File: src/rtl/pito_hart_scheduler.sv
// -----------------------------------------------------------------------------
// pito_hart_scheduler
//
// Barrel-thread issue scheduler for the pito RV32 core. One PC register and one
// small state machine per hart. Every fetch slot it offers one READY hart,
// chosen round-robin, to instruction fetch. A hart that has been issued stays
// INFLIGHT until the pipeline writes back its next PC. With PITO_HART_WFI_EN
// defined, a WFI writeback parks the hart in SLEEP until its wake line rises.
//
// Optional feature macro: PITO_HART_WFI_EN
//   defined     : WFI / SLEEP / wake behaviour built.
//   not defined : wfi_valid and wake ignored, hart_sleep tied to 0.
//
// Ports
//   clk          in   core clock
//   rst_n        in   asynchronous active-low reset
//   hart_en      in   [NUM_HARTS] per-hart run enable
//   issue_valid  out  fetch slot carries a hart
//   issue_ready  in   fetch accepts the slot this cycle
//   issue_hart   out  [HART_W] hart id of the slot
//   issue_pc     out  [XPR_LEN] PC to fetch for issue_hart
//   pc_wr_valid  in   pipeline returns the next PC of a retired instruction
//   pc_wr_hart   in   [HART_W] hart of the returned PC
//   pc_wr_pc     in   [XPR_LEN] next PC (bits [1:0] stored as zero)
//   wfi_valid    in   qualifies pc_wr: the retired instruction was WFI
//   wake         in   [NUM_HARTS] per-hart wake request (level)
//   hart_sleep   out  [NUM_HARTS] hart is parked in SLEEP
//   sched_err    out  sticky: a PC writeback hit a hart that was not INFLIGHT
// -----------------------------------------------------------------------------
module pito_hart_scheduler #(
  parameter int                 NUM_HARTS = 8,
  parameter int                 HART_W    = 3,
  parameter int                 XPR_LEN   = 32,
  parameter logic [XPR_LEN-1:0] RESET_PC  = '0
) (
  input  logic                 clk,
  input  logic                 rst_n,
  input  logic [NUM_HARTS-1:0] hart_en,
  output logic                 issue_valid,
  input  logic                 issue_ready,
  output logic [HART_W-1:0]    issue_hart,
  output logic [XPR_LEN-1:0]   issue_pc,
  input  logic                 pc_wr_valid,
  input  logic [HART_W-1:0]    pc_wr_hart,
  input  logic [XPR_LEN-1:0]   pc_wr_pc,
  input  logic                 wfi_valid,
  input  logic [NUM_HARTS-1:0] wake,
  output logic [NUM_HARTS-1:0] hart_sleep,
  output logic                 sched_err
);

  localparam logic [1:0] ST_IDLE     = 2'd0;
  localparam logic [1:0] ST_READY    = 2'd1;
  localparam logic [1:0] ST_INFLIGHT = 2'd2;
`ifdef PITO_HART_WFI_EN
  localparam logic [1:0] ST_SLEEP    = 2'd3;
`endif

  logic [1:0]           state     [NUM_HARTS];
  logic [1:0]           state_nxt [NUM_HARTS];
  logic [XPR_LEN-1:0]   pc_q      [NUM_HARTS];
  logic [HART_W-1:0]    ptr;

  logic                 fire;
  logic                 hold;
  logic                 wr_hit;
  logic [XPR_LEN-1:0]   wr_pc;
  logic [NUM_HARTS-1:0] ready_mask;
  logic [NUM_HARTS-1:0] fire_mask;
  logic [NUM_HARTS-1:0] elig;
  logic [HART_W-1:0]    scan_base;
  logic [HART_W-1:0]    pick_hart;
  logic                 pick_found;

  assign fire = issue_valid & issue_ready;
  // A presented but unaccepted slot is frozen: no re-arbitration.
  assign hold = issue_valid & ~issue_ready;

  // Only an INFLIGHT hart may take a writeback; anything else is dropped
  // and flagged.
  assign wr_hit = pc_wr_valid && (state[pc_wr_hart] == ST_INFLIGHT);
  assign wr_pc  = pc_wr_pc & ~(XPR_LEN'(3));

`ifndef PITO_HART_WFI_EN
  logic unused_wfi;
  assign unused_wfi = wfi_valid ^ (^wake);
`endif

  // Per-hart state transitions
  always_comb begin
    for (int h = 0; h < NUM_HARTS; h++) begin
      state_nxt[h] = state[h];
      case (state[h])
        ST_IDLE: begin
          if (hart_en[h]) state_nxt[h] = ST_READY;
        end
        ST_READY: begin
          // The hart sitting in a valid slot is pinned until the slot resolves,
          // so a stalled slot never advertises a hart that has gone IDLE.
          if (fire && (issue_hart == HART_W'(h)))
            state_nxt[h] = ST_INFLIGHT;
          else if (!hart_en[h] && !(issue_valid && (issue_hart == HART_W'(h))))
            state_nxt[h] = ST_IDLE;
        end
        ST_INFLIGHT: begin
          if (wr_hit && (pc_wr_hart == HART_W'(h))) begin
            if (!hart_en[h])
              state_nxt[h] = ST_IDLE;
`ifdef PITO_HART_WFI_EN
            // A wake already pending in the writeback cycle skips SLEEP.
            else if (wfi_valid && !wake[h])
              state_nxt[h] = ST_SLEEP;
`endif
            else
              state_nxt[h] = ST_READY;
          end
        end
`ifdef PITO_HART_WFI_EN
        ST_SLEEP: begin
          if (!hart_en[h])
            state_nxt[h] = ST_IDLE;
          else if (wake[h])
            state_nxt[h] = ST_READY;
        end
`endif
        default: state_nxt[h] = ST_IDLE;
      endcase
    end
  end

  // Round-robin pick
  always_comb begin
    for (int h = 0; h < NUM_HARTS; h++) begin
      ready_mask[h] = (state[h] == ST_READY);
    end
  end

  // On a fire the issued hart is leaving READY and the pointer moves to it,
  // so the next slot is chosen relative to issue_hart in the same cycle.
  assign fire_mask = fire ? (NUM_HARTS'(1) << issue_hart) : '0;
  assign elig      = ready_mask & ~fire_mask;
  assign scan_base = fire ? issue_hart : ptr;

  always_comb begin
    logic [HART_W-1:0] cand;
    cand       = '0;
    pick_found = 1'b0;
    pick_hart  = '0;
    // Walk from the farthest candidate to the nearest so the nearest eligible
    // hart (base+1) is the last one written and therefore wins.
    for (int i = NUM_HARTS; i >= 1; i--) begin
      cand = scan_base + HART_W'(i);
      if (elig[cand]) begin
        pick_found = 1'b1;
        pick_hart  = cand;
      end
    end
  end

  // Registered state, PCs and issue slot
  always_ff @(posedge clk or negedge rst_n) begin
    if (!rst_n) begin
      for (int h = 0; h < NUM_HARTS; h++) begin
        state[h] <= ST_IDLE;
        pc_q[h]  <= RESET_PC;
      end
      ptr         <= HART_W'(NUM_HARTS - 1);
      issue_valid <= 1'b0;
      issue_hart  <= '0;
      issue_pc    <= '0;
      sched_err   <= 1'b0;
    end else begin
      for (int h = 0; h < NUM_HARTS; h++) begin
        state[h] <= state_nxt[h];
      end
      if (wr_hit) pc_q[pc_wr_hart] <= wr_pc;
      if (pc_wr_valid && !wr_hit) sched_err <= 1'b1;
      if (fire) ptr <= issue_hart;
      if (!hold) begin
        // With nothing READY the id/pc keep their last value.
        issue_valid <= pick_found;
        if (pick_found) begin
          issue_hart <= pick_hart;
          issue_pc   <= pc_q[pick_hart];
        end
      end
    end
  end

`ifdef PITO_HART_WFI_EN
  always_comb begin
    for (int h = 0; h < NUM_HARTS; h++) begin
      hart_sleep[h] = (state[h] == ST_SLEEP);
    end
  end
`else
  assign hart_sleep = '0;
`endif

endmodule

File: config.mk
export PLATFORM = sky130hd
export DESIGN_NAME = pito_hart_scheduler
export DESIGN_NICKNAME = d
export VERILOG_FILES = /design/src/rtl/pito_hart_scheduler.sv
export SDC_FILE = /design/constraint.sdc
export NUM_CORES = 1
export LEC_CHECK = 0
export CAP_MARGIN = 15
export CORE_MARGIN = 8
export CORE_UTILIZATION = 35
export DETAILED_ROUTE_END_ITERATION = 8
export HOLD_SLACK_MARGIN = 0.06
export PLACE_DENSITY = 0.63
export SYNTH_ARGS = -nofsm -noshare
export SYNTH_HDL_FRONTEND = slang
export SYNTH_SLANG_ARGS = --single-unit
File: constraint.sdc
create_clock -name clk -period 6.25 [get_ports clk]
set_clock_uncertainty 0.2 [all_clocks]
set_input_delay 1.25 -clock clk [delete_from_list [all_inputs] [get_ports clk]]
set_output_delay 1.25 -clock clk [all_outputs]
set_load 0.005 [all_outputs]
==> results.md <==
- Status: finished, final reports clean
- Top cell type's share of synthesized area: 51.2%
- Drt total wl: 34.0 mm
- Post-layout net count: 1192
- Count of different cell masters after synthesis: 58
- Flops & latches, synth: 294
- # setup viols final: 0
- WL/cell: 20.1 µm
- Critical Path AT: 5.63 ns
- Detail-routed via count per cell: 5.21
- Core Region: 40500 µm²
- Crit path time final: 5.44 ns
- Slew @ Worst Pin: 1.17 ns
- CTS buffer count: 35
- Final worst setup slack: 0.806 ns
- GRT Total Usage: 14.3%
- Switching Power: roughly 3.9 mW
- Layout cell share with drive strength beyond 1: a little under two fifths
- Max IR drop VDD: 0.641 mV
- Cells after DPL: between 1500 and 2000
- Post-synthesis xor/xnor area fraction: 0.185%
- WHS: 0.282 ns
- Post-synth EDFFs: 0
- Area added between synthesis and finish: 18.9%
- Post-CTS Setup Repair Bufs: 0
- Critical path fanouts, max: 47
- Cell Rows: 74
- RSZ-0062 raised after global routing: no
- Max-Cap Viols: 0
- TritonCTS clock tree: built
- Layout Cells excl Fill: 1691
- Ys async rst share: 100%
- Area leader, netlist: dfrtp_1
- Ys flop type: dfrtp_1
- Worst-path clk slew: 0.06 ns
- R2R Setup Slk: 1.22 ns
- Later-pin clock latency in the skew report: 0.50 ns
- Hold Vio Cnt, Final: 0
- Post-synthesis mux area share: between 30% and 40%
- Power Total: between 10 and 15 mW
- Mapped cell area: ~14000 µm²
- Detail Route Antenna Nets: 0
- Simple-Gate Fraction of Synth Area: 5.01%
- FF-to-FF Start: issue_valid
- Pwr dens: 636 nW/µm²
- Initial DRC Count: 422
- Mean Syn Cell Area: 13.6 µm²
- Initial Utilization: between 30% and 40%
- Initial antenna violation count: 2
- CP required: 6.44 ns
- Die width: 218 µm
- Final Slew Violations: 0
- Critical setup path kind: input pin to flop
- Clk buf depth: 3
- Placer Congestion: 0.818
- Number of global-route vias before repair: slightly above 9000
- Worst min path class: flop to flop
- I/O pin cnt: 101
- Clk sinks: between 200 and 300
- Post-route cell area: between 15000 and 20000 µm²
- Switch share: 36.2%
- Sequential power share: 26.2%
- P_int: 6.87 mW
- Syn. warnings: 0
- Hold buffers post-CTS: 0
- Seq/Total Area, Yosys: 51.7%
- Comb pwr share: 53.3%
- Mapped Cells: 1046
- Setup TNS: 0 ns
- Worst slack, placed: 0.236 ns
- Port Buffers: ~80
- Hold path startpoint: sched_err
- 1st-pass router iterations: 5
- Largest family of logic cells by synthesized area: multiplexers
- Synth Area in Compound Gates: 7.04%
- Root buf cell: clkbuf_16
- Crit path from: issue_ready
- Resize count post-CTS: 0
- Crit path launch type: input pin
- DRC violations left: 0
- Pleak: between 7 and 8 nW
- N_diodes: 0
- Slew HR: 22.0%
- Die Area: 47400 µm²
- Chip height: 218 µm
- CP Capture Type: flop
- DR vias: between 8000 and 9000
- Clock Power Share: about a fifth
- Synth Area in Adders: 0.176%
- CTS H-tree lvls: 2
- DPL Wire Length: 20.9 mm
- Max Freq: 184 MHz
- First-pass GRT wire length: 53.9 mm
- Pin count of the biggest net entering global routing: between 100 and 150
- Grt ovf: 0
- Final Util: 41.8%
- Area contributors post-synth: dfrtp_1, mux2_2, mux2i_1
- Area after DPL: 15600 µm²
- Tcrit/Tclk final: around 87%
## routing by layer
metal / vias to the layer above / wire (µm) / GRT usage [%]
li1: 4023 / - / -
met1: 4576 / 16100 / 19.6
met2: 171 / 16100 / 23.3
met3: 40 / 1420 / 2.65
met4: 4 / 476 / 3.11
met5: - / 24 / 0
## synth_stat cells, types with 3 or more instances
| master | n |
|---|---|
| dfstp_2 | 3 |
| clkbuf_1 | 21 |
| buf_1 | 24 |
| a21oi_1 | 22 |
| a21o_1 | 7 |
| a221o_1 | 9 |
| buf_2 | 9 |
| o32ai_1 | 4 |
| mux4_2 | 33 |
| inv_1 | 12 |
| buf_4 | 12 |
| nand3b_1 | 5 |
| o22ai_1 | 5 |
| mux2_2 | 267 |
| o21ai_0 | 28 |
| and3_1 | 3 |
| buf_12 | 6 |
| nand2b_1 | 11 |
| nand2_1 | 73 |
| dfrtp_1 | 291 |
| a31oi_1 | 6 |
| o211ai_1 | 5 |
| mux2i_1 | 79 |
| nor2_1 | 15 |
| nor3_1 | 3 |
| xnor2_1 | 3 |
| o211ai_2 | 23 |
| a211oi_1 | 4 |
| o311ai_0 | 3 |
| nor2b_1 | 18 |
| nand4_1 | 3 |
| nand3_1 | 8 |
## layout by cell type, fill, tap and decap left out, types with 7 or more instances in the layout
master           synthesis  layout
nor2_1                  15      14
nand2_1                 73      70
mux4_2                  33      33
nor2b_1                 18      18
conb_1                   1      10
mux2i_1                 79      79
dfrtp_1                291     291
nand2b_1                11       9
clkbuf_8                 0      10
o211ai_2                23      23
nand3_1                  8       7
inv_1                   12      12
o21ai_0                 28      28
a21oi_1                 22      22
clkdlybuf4s50_1          0      78
buf_4                   12      35
clkbuf_16                0      36
a21o_1                   7       7
a221o_1                  9       9
mux2_2                 267     266
## critical path, cell delays in order
cell,delay (ns)
clkdlybuf4s50_1,0.48
buf_4,0.18
nand3_1,0.20
nand2_2,0.13
inv_1,0.07
ha_1,0.21
xnor2_1,0.40
mux4_2,0.43
a21o_1,0.20
a211o_1,0.22
a31oi_1,0.24
mux2_8,0.57
buf_4,0.33
mux4_2,0.52
nand2_1,0.10
o211ai_2,0.09
## path summary, 6_finish.rpt
| check | end | cells after the start |
|---|---|---|
| max | issue_pc[19] | 16 |
| min | sched_err | 1 |
| max reg2reg | issue_pc[19] | 15 |
| min reg2reg | sched_err | 1 |
| max in group asynchronous | pc_q[238] | 2 |
| min in group asynchronous | state[10] | 1 |
## power groups by stage
stage / logic, mW / clock network (mW) / registers [mW]
finish: 5.73 / 2.21 / 2.82
global route: 6.21 / 2.34 / 2.89
CTS: 5.82 / 2.27 / 2.82
detailed placement: 5.79 / 0 / 2.85
global placement: 5.77 / 0 / 2.82
floorplan: 4.64 / 0 / 2.74
## layout make-up
type / instances / area (µm²)
flip-flops and latches: 294 / 7360
multi-input cells: 673 / 6440
well taps: 532 / 666
inverters: 13 / 48.8
repair buffers: 117 / 1120
fillers: 3701 / 23600
clock inverters: 13 / 230
clock buffers: 49 / 1050
## flip-flops by register name (all words and copies together) (netlist names)
name	cells
issue_hart	3
ptr	3
pc_q	240
state	16
sched_err	1
issue_pc	30
issue_valid	1
## logic make-up after synthesis
family	Yosys count
AO/OA/AOI/OAI	128
AND/OR/NAND/NOR	148
adder cells (fa/ha/maj)	2
XOR/XNOR	3
flip-flops	294
buffers and inverters	88
multiplexers	382
other	1
Note: power is estimated with default switching activity, not from simulation.
